## src/rtl/kbd_pkg.sv

```systemverilog
// Shared constants for the PS/2 keyboard MMIO block:
// register offsets, STATUS bit positions, receiver states.
package kbd_pkg;

  localparam logic [3:0] OFF_DATA   = 4'h0;
  localparam logic [3:0] OFF_STATUS = 4'h4;

  localparam int ST_FULL = 0;
  localparam int ST_OVF  = 1;
  localparam int ST_ERR  = 2;
  localparam int ST_CNT  = 8;

  typedef enum logic [1:0] {
    RX_IDLE,
    RX_DATA,
    RX_PARITY,
    RX_STOP
  } rx_state_t;

endpackage

```

## src/rtl/ps2_rx.sv

```systemverilog
// PS/2 frame receiver: synchronizers, falling-edge detect, frame FSM, timeout.
// Ports: clk, rstn, ps2_clk, ps2_data in; rx_byte, byte_vld, frame_err out.
module ps2_rx
  import kbd_pkg::*;
#(
  parameter int TIMEOUT = 50000
) (
  input  logic       clk,
  input  logic       rstn,
  input  logic       ps2_clk,
  input  logic       ps2_data,
  output logic [7:0] rx_byte,
  output logic       byte_vld,
  output logic       frame_err
);

  localparam int TW = $clog2(TIMEOUT + 1);

  logic [1:0]    clk_sync;
  logic [1:0]    dat_sync;
  logic          clk_prev;
  logic          fall;
  logic          d;

  rx_state_t     state, state_n;
  logic [2:0]    bit_cnt, bit_n;
  logic [7:0]    shreg, shreg_n;
  logic          par_ok, par_n;
  logic [TW-1:0] tmo, tmo_n;

  // Sync flops reset high so no edge is seen right after reset
  always_ff @(posedge clk) begin
    if (!rstn) begin
      clk_sync <= 2'b11;
      dat_sync <= 2'b11;
      clk_prev <= 1'b1;
    end else begin
      clk_sync <= {clk_sync[0], ps2_clk};
      dat_sync <= {dat_sync[0], ps2_data};
      clk_prev <= clk_sync[1];
    end
  end

  assign fall    = clk_prev & ~clk_sync[1];
  assign d       = dat_sync[1];
  assign rx_byte = shreg;

  always_ff @(posedge clk) begin
    if (!rstn) begin
      state   <= RX_IDLE;
      bit_cnt <= '0;
      shreg   <= '0;
      par_ok  <= 1'b0;
      tmo     <= '0;
    end else begin
      state   <= state_n;
      bit_cnt <= bit_n;
      shreg   <= shreg_n;
      par_ok  <= par_n;
      tmo     <= tmo_n;
    end
  end

  always_comb begin
    state_n   = state;
    bit_n     = bit_cnt;
    shreg_n   = shreg;
    par_n     = par_ok;
    tmo_n     = tmo;
    byte_vld  = 1'b0;
    frame_err = 1'b0;

    if (state == RX_IDLE || fall) begin
      tmo_n = '0;
    end else if (tmo == TW'(TIMEOUT - 1)) begin
      tmo_n     = '0;
      state_n   = RX_IDLE;
      frame_err = 1'b1;
    end else begin
      tmo_n = tmo + 1'b1;
    end

    if (fall) begin
      unique case (state)
        RX_IDLE: begin
          if (!d) begin
            state_n = RX_DATA;
            bit_n   = '0;
          end
        end
        RX_DATA: begin
          shreg_n = {d, shreg[7:1]};
          bit_n   = bit_cnt + 1'b1;
          if (bit_cnt == 3'd7) state_n = RX_PARITY;
        end
        RX_PARITY: begin
          // odd parity: data bits plus parity bit hold an odd count of ones
          par_n   = ^{shreg, d};
          state_n = RX_STOP;
        end
        RX_STOP: begin
          state_n = RX_IDLE;
          if (d && par_ok) byte_vld  = 1'b1;
          else             frame_err = 1'b1;
        end
      endcase
    end
  end

endmodule

```

## src/rtl/kbd_mmio.sv

```systemverilog
// PS/2 keyboard MMIO device: scancode FIFO, DATA/STATUS regs, sticky flags.
// Ports: clk, rstn, sel, re, addr[3:0], ps2_clk, ps2_data in; dout[31:0] out.
module kbd_mmio
  import kbd_pkg::*;
#(
  parameter int FIFO_DEPTH = 8,
  parameter int TIMEOUT    = 50000
) (
  input  logic        clk,
  input  logic        rstn,
  input  logic        sel,
  input  logic        re,
  input  logic [3:0]  addr,
  output logic [31:0] dout,
  input  logic        ps2_clk,
  input  logic        ps2_data
);

  localparam int AW = $clog2(FIFO_DEPTH);

  logic [7:0]    rx_byte;
  logic          byte_vld;
  logic          frame_err;

  logic [7:0]    mem [FIFO_DEPTH];
  logic [AW-1:0] wptr, rptr;
  logic [AW:0]   count;
  logic          err, ovf;

  logic          empty, full;
  logic          rd_data, rd_stat;
  logic          push, pop;
  logic [7:0]    head;
  logic [7:0]    cnt8;

  ps2_rx #(
    .TIMEOUT(TIMEOUT)
  ) u_rx (
    .clk      (clk),
    .rstn     (rstn),
    .ps2_clk  (ps2_clk),
    .ps2_data (ps2_data),
    .rx_byte  (rx_byte),
    .byte_vld (byte_vld),
    .frame_err(frame_err)
  );

  assign empty   = (count == '0);
  assign full    = (count == (AW+1)'(FIFO_DEPTH));
  assign rd_data = sel && re && (addr == OFF_DATA);
  assign rd_stat = sel && re && (addr == OFF_STATUS);
  assign pop     = rd_data && !empty;
  // a pop on the same edge frees the slot, so a full FIFO still accepts
  assign push    = byte_vld && (!full || pop);
  assign head    = empty ? 8'h00 : mem[rptr];
  assign cnt8    = 8'(count);

  always_ff @(posedge clk) begin
    if (push) mem[wptr] <= rx_byte;
  end

  always_ff @(posedge clk) begin
    if (!rstn) begin
      wptr  <= '0;
      rptr  <= '0;
      count <= '0;
      err   <= 1'b0;
      ovf   <= 1'b0;
    end else begin
      if (push) wptr <= wptr + 1'b1;
      if (pop)  rptr <= rptr + 1'b1;
      count <= count + {AW'(0), push} - {AW'(0), pop};
      // new events win over a clearing STATUS read
      if (frame_err)    err <= 1'b1;
      else if (rd_stat) err <= 1'b0;
      if (byte_vld && full && !pop) ovf <= 1'b1;
      else if (rd_stat)             ovf <= 1'b0;
    end
  end

  always_comb begin
    dout = '0;
    case (addr)
      OFF_DATA: begin
        dout[8]   = !empty;
        dout[7:0] = head;
      end
      OFF_STATUS: begin
        dout[ST_CNT+7:ST_CNT] = cnt8;
        dout[ST_ERR]          = err;
        dout[ST_OVF]          = ovf;
        dout[ST_FULL]         = full;
      end
      default: dout = '0;
    endcase
  end

endmodule

```

## config.mk

```make
export PLATFORM = sky130hd
export DESIGN_NAME = kbd_mmio
export DESIGN_NICKNAME = d
export VERILOG_FILES = /design/src/rtl/kbd_pkg.sv /design/src/rtl/ps2_rx.sv /design/src/rtl/kbd_mmio.sv
export SDC_FILE = /design/constraint.sdc
export NUM_CORES = 1
export LEC_CHECK = 0
export CAP_MARGIN = 20
export CELL_PAD_IN_SITES_DETAIL_PLACEMENT = 1
export CELL_PAD_IN_SITES_GLOBAL_PLACEMENT = 1
export CORE_UTILIZATION = 47
export DETAILED_ROUTE_END_ITERATION = 7
export PLACE_DENSITY_LB_ADDON = 0.1
export SLEW_MARGIN = 20
export SYNTH_ARGS = -nofsm -noshare
export SYNTH_HDL_FRONTEND = slang
export SYNTH_SLANG_ARGS = --single-unit
```

## constraint.sdc

```tcl
create_clock -name clk -period 3.5 [get_ports clk]
set_clock_uncertainty 0.05 [all_clocks]
set_input_delay 0.7 -clock clk [delete_from_list [all_inputs] [get_ports clk]]
set_output_delay 0.7 -clock clk [all_outputs]
set_load 0.03 [all_outputs]
```

# ---- Word-level counts from Yosys, hierarchy flattened
# Memory sizes are Yosys's and may differ from the RTL's. A register that Yosys moved wholly into a read port is not among the register bits.
# Cells that the tools add are included.
dict set report totals {
  reg_bits 47
  mem_bits_rw 64
  inputBits 10
  output_inout_bits 32
  word_cells 83
  n_memories 1
}
# name words width rd rd_clocked_by_memory_dff wr line_no
set mem_list {}
lappend mem_list {mem 8 8 1 1 1 kbd_mmio.sv:25} ;# logic [7:0] mem [FIFO_DEPTH];
dict set report classes {
  add_sub_neg 6
  n_eq_ne 8
  n_mux 28
  n_bitwise 3
  n_reduce_logical 24
}
# op count
set op_table {}
lappend op_table {{16-bit by 1-bit adder with 16-bit output, second input constant} 1}
lappend op_table {{16-bit equality test, second input constant} 1}
lappend op_table {{1-bit two-way mux} 13}
lappend op_table {{3-bit two-way mux} 4}
lappend op_table {{3-bit case mux with 2 select lines} 2}
lappend op_table {{2-bit two-way mux} 5}
lappend op_table {{3-bit by 1-bit adder with 3-bit output, second input constant} 3}
lappend op_table {{9-bit XOR reduction} 1}
lappend op_table {{1-bit logical AND} 8}
lappend op_table {{4-bit logical NOT} 2}
lappend op_table {{8-bit two-way mux} 1}
lappend op_table {{2-bit case mux with 4 select lines} 1}
lappend op_table {{2-bit nonzero test} 3}
lappend op_table {{5-bit two-way mux} 1}
lappend op_table {{4-bit by 1-bit adder with 4-bit output} 1}
lappend op_table {{2-bit equality test, second input constant} 2}
lappend op_table {{4-bit by 3-bit equality test with 1-bit output, second input constant} 1}
lappend op_table {{4-bit equality test, second input constant} 1}
lappend op_table {{2-bit AND reduction} 2}
lappend op_table {{4-bit by 1-bit subtractor with 4-bit output} 1}
lappend op_table {{3-bit equality test, second input constant} 1}
lappend op_table {{1-bit logical NOT} 3}
lappend op_table {{3-bit AND reduction} 1}
lappend op_table {{3-bit OR reduction} 1}
lappend op_table {{7 further kinds} 9}

# ---- Depth between registers and ports, before layout
dict set report logic_depth {
  ltp_word 8
  depth_mapped 11
  mapped_depth_nobuf 11
}

# ---- By module
# From an unflattened synthesis, not the netlist that was laid out.
dict set report unflattened {
  hier_cells 394
  area_unflattened_um2 4966.0
}
# mod n_inst cells_each area_per_inst_um2 seq_area_each_um2
set by_module_without_submodules {}
lappend by_module_without_submodules {kbd_mmio 1 219 3372.0 2222.1}
lappend by_module_without_submodules {ps2_rx 1 175 1594.0 700.7}

# ---- Worst setup path before layout
# OpenSTA, ideal clock, no wires.
dict set report synth_timing {
  kind {input to output}
  startpoint {input addr[1]}
  endpoint {output dout[0]}
  arrival_ns 2.446
  required_time_ns 2.750
  slack_ns 0.304
  cell_stages 4
  path_buffers 1
  cell_sequence {or4_4 or2_2 clkbuf_1 o21ai_0}
}
dict set report synth_via {
  elab_chain_cells 2
  elab_cells_between_ends 3
  classes_between {eq/ne: 1; mux: 1; reduce/logical: 1}
}
# element line_no
set synth_rtl {}
lappend synth_rtl {{start, declared} kbd_mmio.sv:13} ;# input logic [3:0] addr,
lappend synth_rtl {{4-bit by 3-bit equality test with 1-bit output / 4-bit logical NOT (equally long branches)} kbd_mmio.sv:83} ;# case (addr)
lappend synth_rtl {{3-bit case mux with 2 select lines (*)} kbd_mmio.sv:83}
lappend synth_rtl {{end, declared} kbd_mmio.sv:14} ;# output logic [31:0] dout,
# Mark *: on every way between the ends. The rest lies on a longest branch, timed or not.

# ---- Worst setup path after layout
# Same ends and word-level chain as after synthesis.

==> impl_metrics.env <==
export IMPL_yosys_area_top_type="edfxtp_1"
export IMPL_cts_htree_levels=4
export IMPL_synth_seq_area_share_pct=59.6
export IMPL_yosysMostFrequentCell="edfxtp_1"
export IMPL_hpwl_mm=6.80
export IMPL_cp_start_kind="primary input"
export IMPL_drc=0
export IMPL_synthTopCellsByCount="64 x edfxtp_1, 50 x dfxtp_1, 39 x nor2_1"
export IMPL_combPwrFrac_pct=1.8
export IMPL_wl_met3_um=330
export IMPL_peakVddDrop_mv=0.274
export IMPL_power_mw=3.11
export IMPL_synth_edf_count=64
export IMPL_clk_pin_slew_ns=0.06
export IMPL_worst_slew_pin_slew_ns=0.808
export IMPL_p_switching_mw=0.623
export IMPL_synth_top_area_share_pct=39.2
export IMPL_crit_chain="clkdlybuf4s50_1, or4_4, or2_2, o21ai_0, buf_4"
export IMPL_fp_row_count=36
export IMPL_tns_ns=0
export IMPL_drv_slew=0
export IMPL_hold_viol=0
export IMPL_die_height_um=104
export IMPL_grt_pass1_vias=3195
export IMPL_worstPathArrival_ns=2.56
export IMPL_p_seq_share_pct=45.2
export IMPL_maxCapViolCount=0
export IMPL_ys_flop_type="edfxtp_1"
export IMPL_placed_cells=544
export IMPL_grt_use_total_pct=21.1
export IMPL_drive_above_1_share_pct=16.5
export IMPL_cts_buffers=17
export IMPL_maxUsedRoutingLayer="met4"
export IMPL_period_needed_ns=3.31
export IMPL_end_kind="output pin"
export IMPL_synth_area_um2=4900
export IMPL_ys_ff_latch=114
export IMPL_status="complete, no violations"
export IMPL_critPathRequiredTime_ns=2.75
export IMPL_async_reset_ff_share_pct=0
export IMPL_grt_overflow=0
export IMPL_final_cells=576
export IMPL_drtPass1Iterations=4
export IMPL_grt_pass1_wl_mm=17.2
export IMPL_start_util_pct=49.3
export IMPL_top_level_ports=42
export IMPL_antenna_found_initial=0
export IMPL_path_buf_inv=2
export IMPL_coreArea_um2=9950
export IMPL_num_vias=3090
export IMPL_final_cell_area_um2=5770
export IMPL_drt_wl_total_mm=10.4
export IMPL_power_frac_clock_pct=53.0
export IMPL_p_int_mw=2.49
export IMPL_cts_setup_buffers=0
export IMPL_whs_ns=0.358
export IMPL_switching_share_pct=20.0
export IMPL_netlist_instances=393
export IMPL_slew_headroom_pct=46.0
export IMPL_area_delta_synth_final_pct=17.7
export IMPL_fin_util_pct=58.0
export IMPL_rsz0062_at_grt="false"
export IMPL_setup_violations=0
export IMPL_cts_tree="done"
export IMPL_placed_area_um2=5210
export IMPL_met1_length_mm=4.64
export IMPL_wl_per_cell_um=18.1
export IMPL_cts_sinks=114
export IMPL_final_nets=452
export IMPL_post_cts_resize_count=0
export IMPL_cts_hold_buf=0
export IMPL_cp_slowest_cell="or4_4"
export IMPL_critical_path_top_delay_family="simple AND/OR/NAND/NOR gates"
export IMPL_hold_class="reg -> reg"
export IMPL_crit_type="in -> out"
export IMPL_cts_root_buffer="clkbuf_8"
export IMPL_post_place_ws_ns=-0.00301
export IMPL_antennaDiodeCount=0
export IMPL_yosys_warnings=0
export IMPL_grt_max_degree=25
export IMPL_clockBufferDepth=2
export IMPL_yosys_top_cells_area="edfxtp_1 39%, dfxtp_1 20%, mux4_2 7.3%"
export IMPL_setup_slack_ns=0.188
export IMPL_power_per_cell_area_nw_per_um2=539
export IMPL_dieArea_um2=10800
export IMPL_ys_types=47
export IMPL_clock_latency_ns=0.51
export IMPL_syn_avg_cell_area_um2=12.5
export IMPL_met2WireLength_mm=5.36
export IMPL_via_per_inst=5.36
export IMPL_ant_nets=0
export IMPL_fmax_ghz=0.302
export IMPL_gp_congestion=0.729
export IMPL_drtIter0Drc=128
export IMPL_crit_path_max_incr_delay_ns=0.58
export IMPL_io_buffers=21
export IMPL_die_width_um=104
export IMPL_fin_crit_sh_pct=94.6
export IMPL_crit_fanout=10
export IMPL_leakagePower_nw=2.04
cell families after synthesis:
family / count (synthesis) / share of synthesized area, %
xor gates and xnor gates: 21 / 4.03
other: 1 / 0.0765
muxes: 25 / 9.19
adders and majority gates: 12 / 3.22
buffers and inverters: 46 / 5.10
and+or+nand+nor: 134 / 13.8
DFF: 114 / 59.6
AOI/OAI and AO/OA: 40 / 4.98
power groups by stage:
stage	Combinational, mW	Sequential [mW]	Clock [mW]
floorplan	0.0574	1.43	0
global placement	0.0546	1.43	0
detailed placement	0.0555	1.43	0
CTS	0.0556	1.40	1.68
global route	0.0595	1.40	1.74
finish	0.0558	1.41	1.65
final timing paths:
| kind | from | to | slack, ns | cells past startpoint |
|---|---|---|---|---|
| max reg2reg | u_rx.state[0] | count[2] | 0.73 | 10 |
| max | addr[1] | dout[0] | 0.19 | 5 |
| min reg2reg | u_rx.dat_sync[0] | u_rx.dat_sync[1] | 0.36 | 1 |
| min | u_rx.dat_sync[0] | u_rx.dat_sync[1] | 0.36 | 1 |
sequential cells by signal, indices dropped and copies added, names as in the netlist, named ones only:
name	cells
rptr	3
ovf	1
u_rx.dat_sync	2
u_rx.clk_sync	2
u_rx.rx_byte	8
u_rx.state	2
wptr	3
mem	64
err	1
u_rx.par_ok	1
u_rx.bit_cnt	3
u_rx.clk_prev	1
u_rx.tmo	16
count	4
cell usage in the layout, fill, tap and decap left out, types with 3 or more instances in the layout:
cell             instances
edfxtp_1                64
dfxtp_1                 50
nor2_1                  39
nand2_1                 31
buf_4                   25
conb_1                  20
a21oi_1                 19
mux4_2                  16
clkbuf_16               16
xor2_1                  12
inv_1                   11
nand3_1                 11
ha_1                    11
mux2i_1                  9
o21ai_0                  9
nand2b_1                 9
clkdlybuf4s50_1          9
xnor2_1                  8
nor3_1                   7
nand4_1                  7
clkinv_2                 7
and2_1                   5
a22oi_1                  4
and3_1                   4
or3_1                    3
nor4bb_1                 3
bufinv_16                3
area by class of cell:
type	count	area, um^2
clock buffer	19	422
clock inverter	13	141
fill	1023	4180
inverter	11	41.3
multi-input combinational	252	1800
sequential	114	2920
tap	133	166
timing repair buffer	34	278
per-layer routing:
layer | vias up | track usage, %
met3 | 9 | 5.33
li1 | 1461 | -
met2 | 51 | 36.4
met1 | 1569 | 26.0
met5 | - | 0
met4 | 0 | 6.53
Power figures use the tool's default switching activity.
